`src/rtl/cl_secuencial.sv`:
```
// cl_secuencial: word-level logic cell (AND/OR/XOR/NOT-A) evaluated SLICE bits per cycle.
module cl_secuencial #(
  parameter int unsigned WIDTH = 8,
  parameter int unsigned SLICE = 2
) (
  input  logic             clk,
  input  logic             reset,
  input  logic             start,
  input  logic [WIDTH-1:0] a,
  input  logic [WIDTH-1:0] b,
  input  logic [1:0]       s,
  output logic [WIDTH-1:0] out,
  output logic             busy,
  output logic             done,
  output logic             zero
);

  localparam int unsigned N  = WIDTH / SLICE;
  localparam int unsigned CW = (N > 1) ? $clog2(N) : 1;

  typedef enum logic {
    IDLE = 1'b0,
    RUN  = 1'b1
  } state_t;

  state_t           state_q, state_d;
  logic [WIDTH-1:0] opa_q, opa_d;
  logic [WIDTH-1:0] opb_q, opb_d;
  logic [1:0]       ops_q, ops_d;
  logic [WIDTH-1:0] acc_q, acc_d;
  logic [CW-1:0]    cnt_q, cnt_d;
  logic [WIDTH-1:0] out_q, out_d;
  logic             zero_q, zero_d;
  logic             done_q, done_d;

  logic [SLICE-1:0] slice_res;
  logic [WIDTH-1:0] acc_next;

  always_comb begin
    slice_res = '0;
    case (ops_q)
      2'b00:   slice_res = opa_q[SLICE-1:0] & opb_q[SLICE-1:0];
      2'b01:   slice_res = opa_q[SLICE-1:0] | opb_q[SLICE-1:0];
      2'b10:   slice_res = opa_q[SLICE-1:0] ^ opb_q[SLICE-1:0];
      default: slice_res = ~opa_q[SLICE-1:0];
    endcase
  end

  // Shift-based insert at the MSB end stays legal when SLICE == WIDTH (N == 1).
  always_comb begin
    acc_next = (acc_q >> SLICE) | (WIDTH'(slice_res) << (WIDTH - SLICE));
  end

  always_comb begin
    state_d = state_q;
    opa_d   = opa_q;
    opb_d   = opb_q;
    ops_d   = ops_q;
    acc_d   = acc_q;
    cnt_d   = cnt_q;
    out_d   = out_q;
    zero_d  = zero_q;
    done_d  = 1'b0;

    case (state_q)
      IDLE: begin
        if (start) begin
          state_d = RUN;
          opa_d   = a;
          opb_d   = b;
          ops_d   = s;
          acc_d   = '0;
          cnt_d   = '0;
        end
      end
      RUN: begin
        acc_d = acc_next;
        opa_d = opa_q >> SLICE;
        opb_d = opb_q >> SLICE;
        if (cnt_q == CW'(N - 1)) begin
          out_d   = acc_next;
          zero_d  = (acc_next == '0);
          done_d  = 1'b1;
          state_d = IDLE;
        end else begin
          cnt_d = cnt_q + CW'(1);
        end
      end
      default: state_d = IDLE;
    endcase
  end

  always_ff @(posedge clk) begin
    if (reset) begin
      state_q <= IDLE;
      opa_q   <= '0;
      opb_q   <= '0;
      ops_q   <= '0;
      acc_q   <= '0;
      cnt_q   <= '0;
      out_q   <= '0;
      zero_q  <= 1'b0;
      done_q  <= 1'b0;
    end else begin
      state_q <= state_d;
      opa_q   <= opa_d;
      opb_q   <= opb_d;
      ops_q   <= ops_d;
      acc_q   <= acc_d;
      cnt_q   <= cnt_d;
      out_q   <= out_d;
      zero_q  <= zero_d;
      done_q  <= done_d;
    end
  end

  assign out  = out_q;
  assign zero = zero_q;
  assign done = done_q;
  assign busy = (state_q == RUN);

endmodule

```
`config.mk`:
```
export PLATFORM = sky130hd
export DESIGN_NAME = cl_secuencial
export DESIGN_NICKNAME = d
export VERILOG_FILES = /design/src/rtl/cl_secuencial.sv
export SDC_FILE = /design/constraint.sdc
export NUM_CORES = 1
export LEC_CHECK = 0
export CORE_AREA = 2 2 84 54
export CTS_BUF_LIST = sky130_fd_sc_hd__clkbuf_16
export DETAILED_ROUTE_END_ITERATION = 16
export DIE_AREA = 0 0 86 56
export HOLD_SLACK_MARGIN = 0.03
export PLACE_DENSITY = 0.66
export SLEW_MARGIN = 20
export SYNTH_ARGS = -nofsm -noshare
export SYNTH_HDL_FRONTEND = slang
export SYNTH_SLANG_ARGS = --single-unit
export TNS_END_PERCENT = 1
```
`constraint.sdc`:
```
create_clock -name clk -period 3.5 [get_ports clk]
set_input_delay 1.05 -clock clk [delete_from_list [all_inputs] [get_ports clk]]
set_output_delay 1.05 -clock clk [all_outputs]
set_load 0.01 [all_outputs]
```
### Word level (Yosys, flattened, before mapping)

Cells that the tools add are included.

| word-level totals | value |
|---|---|
| register bits | 39 |
| latch bits | 0 |
| memory bits (writable) | 0 |
| bits in read-only memories | 0 |
| bits of input ports | 21 |
| output and inout bits | 11 |
| logic and storage cells | 41 |
| memories kept | 0 |

| cells by class | value |
|---|---|
| add/sub/neg operators | 1 |
| multipliers | 0 |
| divide/modulo/power cells | 0 |
| order comparisons | 0 |
| eq/ne operators | 5 |
| shift-type cells | 0 |
| muxes and demuxes | 14 |
| bitwise operators | 6 |
| reductions and logical operators | 6 |

Operator list:

| operator | count |
|---|---|
| 8-bit one-hot mux with 2 select lines | 3 |
| 8-bit 2-to-1 mux | 3 |
| 8-bit logical NOT | 1 |
| 6-bit by 8-bit OR with 8-bit output | 1 |
| 2-bit one-hot mux with 3 select lines | 1 |
| 2-bit AND reduction | 3 |
| 2-bit equality test (second input constant) | 2 |
| 2-bit 2-to-1 mux | 2 |
| 2-bit inequality test (second input constant) | 2 |
| 2-bit one-hot mux with 2 select lines | 1 |
| 1-bit 2-to-1 mux | 3 |
| 2-bit by 1-bit adder with 2-bit output (second input constant) | 1 |
| 2-bit bitwise AND | 1 |
| 2-bit by 1-bit equality test with 1-bit output (second input constant) | 1 |
| 2-bit logical NOT | 1 |
| 2-bit inverter | 1 |
| 2-bit OR | 1 |
| 1-bit one-hot mux with 2 select lines | 1 |
| 2-bit OR reduction | 1 |
| 2-bit bitwise XOR | 1 |
| 1-bit inverter | 1 |

### Depth between registers and ports, before layout

Gate-level depths: netlist of the first run.

| logic depth | value |
|---|---|
| depth after elaboration | 4 |
| gate-level depth with buffers | 6 |
| gate-level depth less buffers | 6 |

### Worst setup path before layout of the first run

No wires, ideal clock.

| path | value |
|---|---|
| path type | input -> register |
| start point | input port start |
| end point | register opa_q[2] |
| setup time | 0.128 ns |
| arrival | 1.954 ns |
| required time | 3.372 ns |
| slack | 1.418 ns |
| stages | 6 |
| buffers on the path | 2 |
| cell sequence | clkbuf_1 > buf_2 > mux2i_1 > nor2_1 > a21oi_1 > nor2_1 |

| on the way | value |
|---|---|
| word-level cells in the longest chain between the ends | 1 |

RTL lines:

| element | RTL line | text |
|---|---|---|
| start: declaration | 8 | `input logic start,` |
| 2-bit inequality test (no line) | -- |  |
| end signal: assignment | 106 | `opa_q <= opa_d;` |
| end: declaration | 27 | `logic [WIDTH-1:0] opa_q, opa_d;` |

No other way between the ends.
A chain may end at the register's enable or synchronous reset.

### Final worst setup path of the first run

| path | value |
|---|---|
| start point | input port start |
| end point | register opb_q[2] |

| on the way | value |
|---|---|
| word-level cells in the longest chain between the ends | 1 |

RTL lines:

| element | RTL line | text |
|---|---|---|
| 2-bit inequality test (no line) | -- |  |
| end signal: assignment | 107 | `opb_q <= opb_d;` |
| end: declaration | 28 | `logic [WIDTH-1:0] opb_q, opb_d;` |

No other way between the ends.

==> results of run 1 <==
layout by cell type (no fill, tap or decap), types with 2 or more instances in the layout:
master           synthesis  layout
ha_1                     5       5
nand2_1                 19      19
dfxtp_1                 37      37
buf_4                    0       2
inv_1                    7       7
a21oi_1                 28      28
clkinv_1                 0       2
clkbuf_16                0       5
mux4_2                   2       2
nor3b_1                  7       7
nor2_1                  37      37
mux2i_1                 18      18
clkdlybuf4s50_1          0      31
nor3_1                   4       4
layer usage:
layer | track usage, % | up-vias | wire, um
li1 | - | 665 | -
met1 | 17.43 | 538 | 1429
met2 | 19.60 | 27 | 1219
met3 | 4.896 | 8 | 141
met4 | 8.163 | 0 | 78
met5 | 0 | - | 0
synthesized netlist by cell type (3+ instances only):
cell type / number / share of area [%]
buf_1: 3 / 0.72
nor3b_1: 7 / 3.3
ha_1: 5 / 4.0
nor3_1: 4 / 1.3
a21oi_1: 28 / 8.9
inv_1: 7 / 1.7
nand2_1: 19 / 4.5
clkbuf_1: 8 / 1.9
nor2_1: 37 / 8.8
dfxtp_1: 37 / 47
mux2i_1: 18 / 11
buf_2: 3 / 0.95
power by group through the flow:
stage          clock network, mW  registers, mW  logic (mW)
2_1_floorplan                  0          0.453      0.0618
3_3_place_gp                   0          0.455      0.0960
3_5_place_dp                   0          0.455      0.0970
4_1_cts                    0.431          0.446      0.0973
5_1_grt                    0.449          0.448       0.110
6_report                   0.420          0.446      0.0962
state kept, by name, indices dropped and copies added (netlist names):
register / count
opb_q: 8
zero: 1
out: 8
ops_q: 2
cnt_q: 2
acc_q: 6
opa_q: 8
done: 1
busy: 1
tightest hold or removal path: stages (launching register included):
cell     delay [ps]
dfxtp_1         300
nand2_1          50
a21oi_1          50
per-stage QoR:
step                util (%)  setup slack (ps)  power [mW]
detailed placement     48.31             814.8      0.5523
floorplan                  -              1418      0.5148
global route           51.76             929.6       1.007
CTS                    51.76              1121      0.9749
global placement       48.31             866.1      0.5511
finish                 51.76              1131      0.9623
final timing paths:
kind	endpoint	slack [ps]	depth (start not counted)
setup / recovery	opb_q[2]	1130	6
hold / removal	out[1]	450	2
setup reg to reg	zero	1580	5
hold reg to reg	out[1]	450	2
kinds of logic (layout without fill, tap and decap cells):
family                   count (synthesis)  count (layout)  synth area share (%)
buffers and inverters                   21              49                 5.246
adder cells (fa/ha/maj)                  5               5                 3.975
AO/OA/AOI/OAI                           30              30                 9.777
multiplexers                            20              20                 14.31
AND/OR/NAND/NOR                         71              71                 19.64
flip-flops                              37              37                 47.06
final cells by class:
class / count / area (um2) / share of cell area [%]
clock inverters: 3 / 12.51 / 0.6064
clock buffers: 5 / 125.1 / 6.064
inverters: 7 / 26.28 / 1.273
multi-input cells: 126 / 750.7 / 36.39
flip-flops and latches: 37 / 740.7 / 35.90
repair buffers: 34 / 345.3 / 16.74
well taps: 50 / 62.56 / 3.032
==> results.cfg, run 1 <==
[power_and_ir_drop]
p_seq_share_pct = 46.4
pwr_density_cell_mw_per_mm2 = 466.4
pwr-share-comb_pct = 10.0
irDropWorstVdd_mv = 0.2116
clock_power_share_pct = 43.6
switching_share_pct = 22.60
p_sw_mw = 0.2174
leakage_nw = 0.8270
p_int_mw = 0.7448

[routing]
firstDrtPassIters = 3
dr.first_iter.drc_count = 34
routed_wirelength_um = 2869
route.detailed.drc = 0
routed-via-count = 1238
wl_per_cell_um = 10.95
via_per_inst = 4.725
final_antenna_net_count = 0

[clock_tree]
root_buffer = clkbuf_16
clk_path_buf_depth = 2
cts_sinks = 37
cts_tree = done
numCtsBuffers = 5
postCtsSetupRepairBufs = 0
cts.htree.levels = 2
cts.repair.resized = 0
clkLatencyLatePin_ps = 280
path_clk_slew_ps = 50
hold_buffers = 0

[synthesis]
ys_types = 19
synth_nets = 210
synth_edf_count = 0
ys_ff_latch = 37
async_flop_share_pct = 0
seq_area_frac_synth_pct = 47.06
synth_cells = 184
synthesis.area_mm2 = 0.001574
avgSynthCellArea_um2 = 8.554
synth_ff_type = dfxtp_1
yosys_warnings = 0

[setup_path]
cp_max_fo = 13
worstSetupPathType = in -> reg
cp-end-kind = flip-flop
path_cells = clkdlybuf4s50_1, buf_12, mux2i_1, nor2_1, a21oi_1, nor2_1
path_delay_family = buffers and inverters
cp_slowest_cell = clkdlybuf4s50_1
crit_path_start_kind = primary input
r2r-start = opa_q[1]
slowest_delay_ps = 800
cp-startpoint = start
cp.required_ps = 3660
path_buf_inv = 2
crit_top_cell = nor2_1
worstPathArrival_ps = 2530

[sta]
slew_violations = 0
worst_pin_slew_ps = 524.4
rsz0062_at_grt = no
skew_ps = 4.285
min_period_ps = 2369
hold_viol = 0
whs_ps = 451.0
period_share_pct = 67.69
fmax_mhz = 422.1
timing.slew.headroom_pct = 64.93
fin_tns_setup_ps = 0
setup_violations = 0

[place]
dpl_cell_area_mm2 = 0.001926
gp_congestion = 0.7126
hpwl_um = 1919
placed_cells = 254
numPortBuffers = 31

[global_routing]
grt_max_degree = 47
grt.overflow.total = 0
grt_util_all_layers_pct = 13.66
grt_pass1_vias = 1118
antenna_found_initial = 0
grt_pass1_wl_um = 5057

[worst_hold_path]
hold_class = reg -> reg
worstHoldStart = out[1]

[final_layout]
postLayoutCellArea_mm2 = 0.002063
drive_above_1_share_pct = 5.189
final_cells = 262
area_growth_pct = 31.08
fin_nets = 237
fillers = 386
diodes = 0

[floorplan]
die_h_um = 56
die_w_um = 86
start_util_pct = 39.49
boundaryPins = 32
die_area_mm2 = 0.004816
fp-row-count = 18
core_mm2 = 0.003986

[flow_run]
drv_cap = 0

[status]
outcome = complete, no violations
Note: power is estimated with default switching activity, not from simulation.
==> run 2: changes to the inputs <==
PLACE_DENSITY = 0.68   (was 0.66)
clock period = 1.9 ns   (was 3.5 ns; I/O delays follow)
==> run 2 against run 1 <==
Setup slack lost 1100 ps. Final area grew 7.0%. Flip-flop and latch count is the same. Via count grew 5.1%. Global-route usage grew 1.1 points. Clock skew is essentially flat. Critical path depth shrank 1. Core utilization grew 3.6 points. Largest cell class unchanged.
==> results.cfg, run 2 (synthesized netlist as in run 1, its figures left out) <==
[status]
outcome = complete, no violations

[power_and_ir_drop]
pwr_density_cell_mw_per_mm2 = 944.9
finalPower_mw = 2.086
irDropWorstVdd_mv = 0.3874
leakage_nw = 0.9059

[worst_hold_path]
worstHoldStart = out[7]
min_to = out[7]
hold_depth = 2
hold_class = reg -> reg

[sta]
period_share_pct = 97.52
timing.slew.headroom_pct = 71.93
fin_tns_setup_ps = 0
min_period_ps = 1853
slew_violations = 0
skew_ps = 4.593
hold_viol = 0
setup_violations = 0
worst_pin_slew_ps = 421.0
fmax_mhz = 539.7

[setup_path]
cp_slowest_cell = mux4_2
worstSetupPathType = reg -> reg
regToRegEndpoint = zero
cp-end-kind = flip-flop
cp.required_ps = 2120
r2r-start = opa_q[0]
path_cells = inv_1, ha_1, mux4_2, or4_4, a21oi_2
worstPathArrival_ps = 2070
crit_path_start_kind = flip-flop
slowest_delay_ps = 510
cp_max_fo = 3
ff2ff_path_depth = 5
worst-r2r-setup-slack_ps = 50

[final_layout]
fin_nets = 246
layout_commonest_cell = nor2_1
fillers = 374
area_growth_pct = 40.22
mostFrequentLayoutCells = nor2_1 (37), dfxtp_1 (34), clkdlybuf4s50_1 (31), a21oi_1 (27), nand2_1 (19)
drive_above_1_share_pct = 12.22
diodes = 0
postLayoutCellArea_mm2 = 0.002207

[place]
dpl_cell_area_mm2 = 0.001976
numPortBuffers = 31
hpwl_um = 2239
gp_congestion = 0.7392

[global_routing]
grt_max_degree = 47
antenna_found_initial = 0
grt_pass1_wl_um = 5471
grt_pass1_vias = 1189
grt.overflow.total = 0
grt_util_all_layers_pct = 14.72

[routing]
dr.first_iter.drc_count = 55
routed_wirelength_um = 3374
route.detailed.drc = 0
final_antenna_net_count = 0
via_per_inst = 4.801
firstDrtPassIters = 4
wl_per_cell_um = 12.45
routed-via-count = 1301

[floorplan]
die_w_um = 86
core_mm2 = 0.003986
fp-row-count = 18
boundaryPins = 32
die_h_um = 56
start_util_pct = 39.49
die_area_mm2 = 0.004816

[clock_tree]
clkLatencyLatePin_ps = 280
numCtsBuffers = 5
hold_buffers = 0
cts_sinks = 37
cts_tree = done
cts.htree.levels = 2
clk_path_buf_depth = 2
root_buffer = clkbuf_16
path_clk_slew_ps = 50

[flow_run]
drv_cap = 0
-- run 2: cell types whose count changed in the layout (fill, tap and decap cells not counted) --
cell       before  now
buf_12          1    2
dfxtp_1        37   34
dfxtp_2         0    3
clkinv_1        2    0
or4_4           0    1
a21oi_2         0    1
buf_4           2   10
or4_1           1    0
a21oi_1        28   27
bufinv_16       0    2
-- run 2: worst max-delay path: cells and delay by family (launching register included) --
kind,cells,cell delay (ps)
muxes,1,510
DFF,1,330
buffers and inverters,1,50
AOI/OAI and AO/OA,1,120
and+or+nand+nor,1,500
adders and majority gates,1,270
-- run 2: how the worst max path moves through the flow --
stage	cells after the start	endpoint	from
5_1_grt	5	zero	opa_q[0]
3_5_place_dp	5	zero	opa_q[1]
6_report	5	zero	opa_q[0]
2_1_floorplan	5	zero	opa_q[1]
3_3_place_gp	5	zero	opa_q[1]
4_1_cts	5	zero	opa_q[0]
-- run 2: cell type report --
type | instances | area [um2] | area share (%)
Clock inverter | 3 | 65.06 | 2.948
Clock buffer | 5 | 125.1 | 5.669
Multi-Input combinational cell | 126 | 758.2 | 34.35
Tap cell | 50 | 62.56 | 2.834
Timing Repair Buffer | 43 | 425.4 | 19.27
Sequential cell | 37 | 744.5 | 33.73
Inverter | 7 | 26.28 | 1.190
-- run 2: stage by stage --
stage / cells / hold WS [ps] / utilization, % / worst slack, ps
floorplan: 184 / 440.0 / - / 86.42
global placement: 259 / 444.4 / 49.56 / 24.79
detailed placement: 259 / 448.7 / 49.56 / 9.464
CTS: 267 / 456.1 / 54.36 / 4.450
global route: 271 / 469.4 / 55.37 / -29.95
finish: 271 / 454.1 / 55.37 / 47.06
-- run 2: power breakdown --
part           internal, mW  switching [mW]  leakage, nW
combinational         0.110          0.0929        0.510
sequential            0.805          0.0177        0.303
clock                 0.749           0.311       0.0938
total                  1.66           0.422        0.906
-- run 2: routing by layer --
| layer | vias up | track usage, % | share of wire, % |
|---|---|---|---|
| met5 | - | 0 | 0 |
| met3 | 5 | 5.045 | 5.5 |
| met1 | 579 | 20.71 | 51 |
| met4 | 0 | 6.122 | 1.3 |
| li1 | 685 | - | - |
| met2 | 32 | 20.27 | 42 |
-- run 2: what timing repair did --
item,CTS,global route
hold endpoints to repair,0,0
endpoints found under the setup margin,1,1
setup buffers,0,4
resized for setup,1,4
pin swaps,0,2
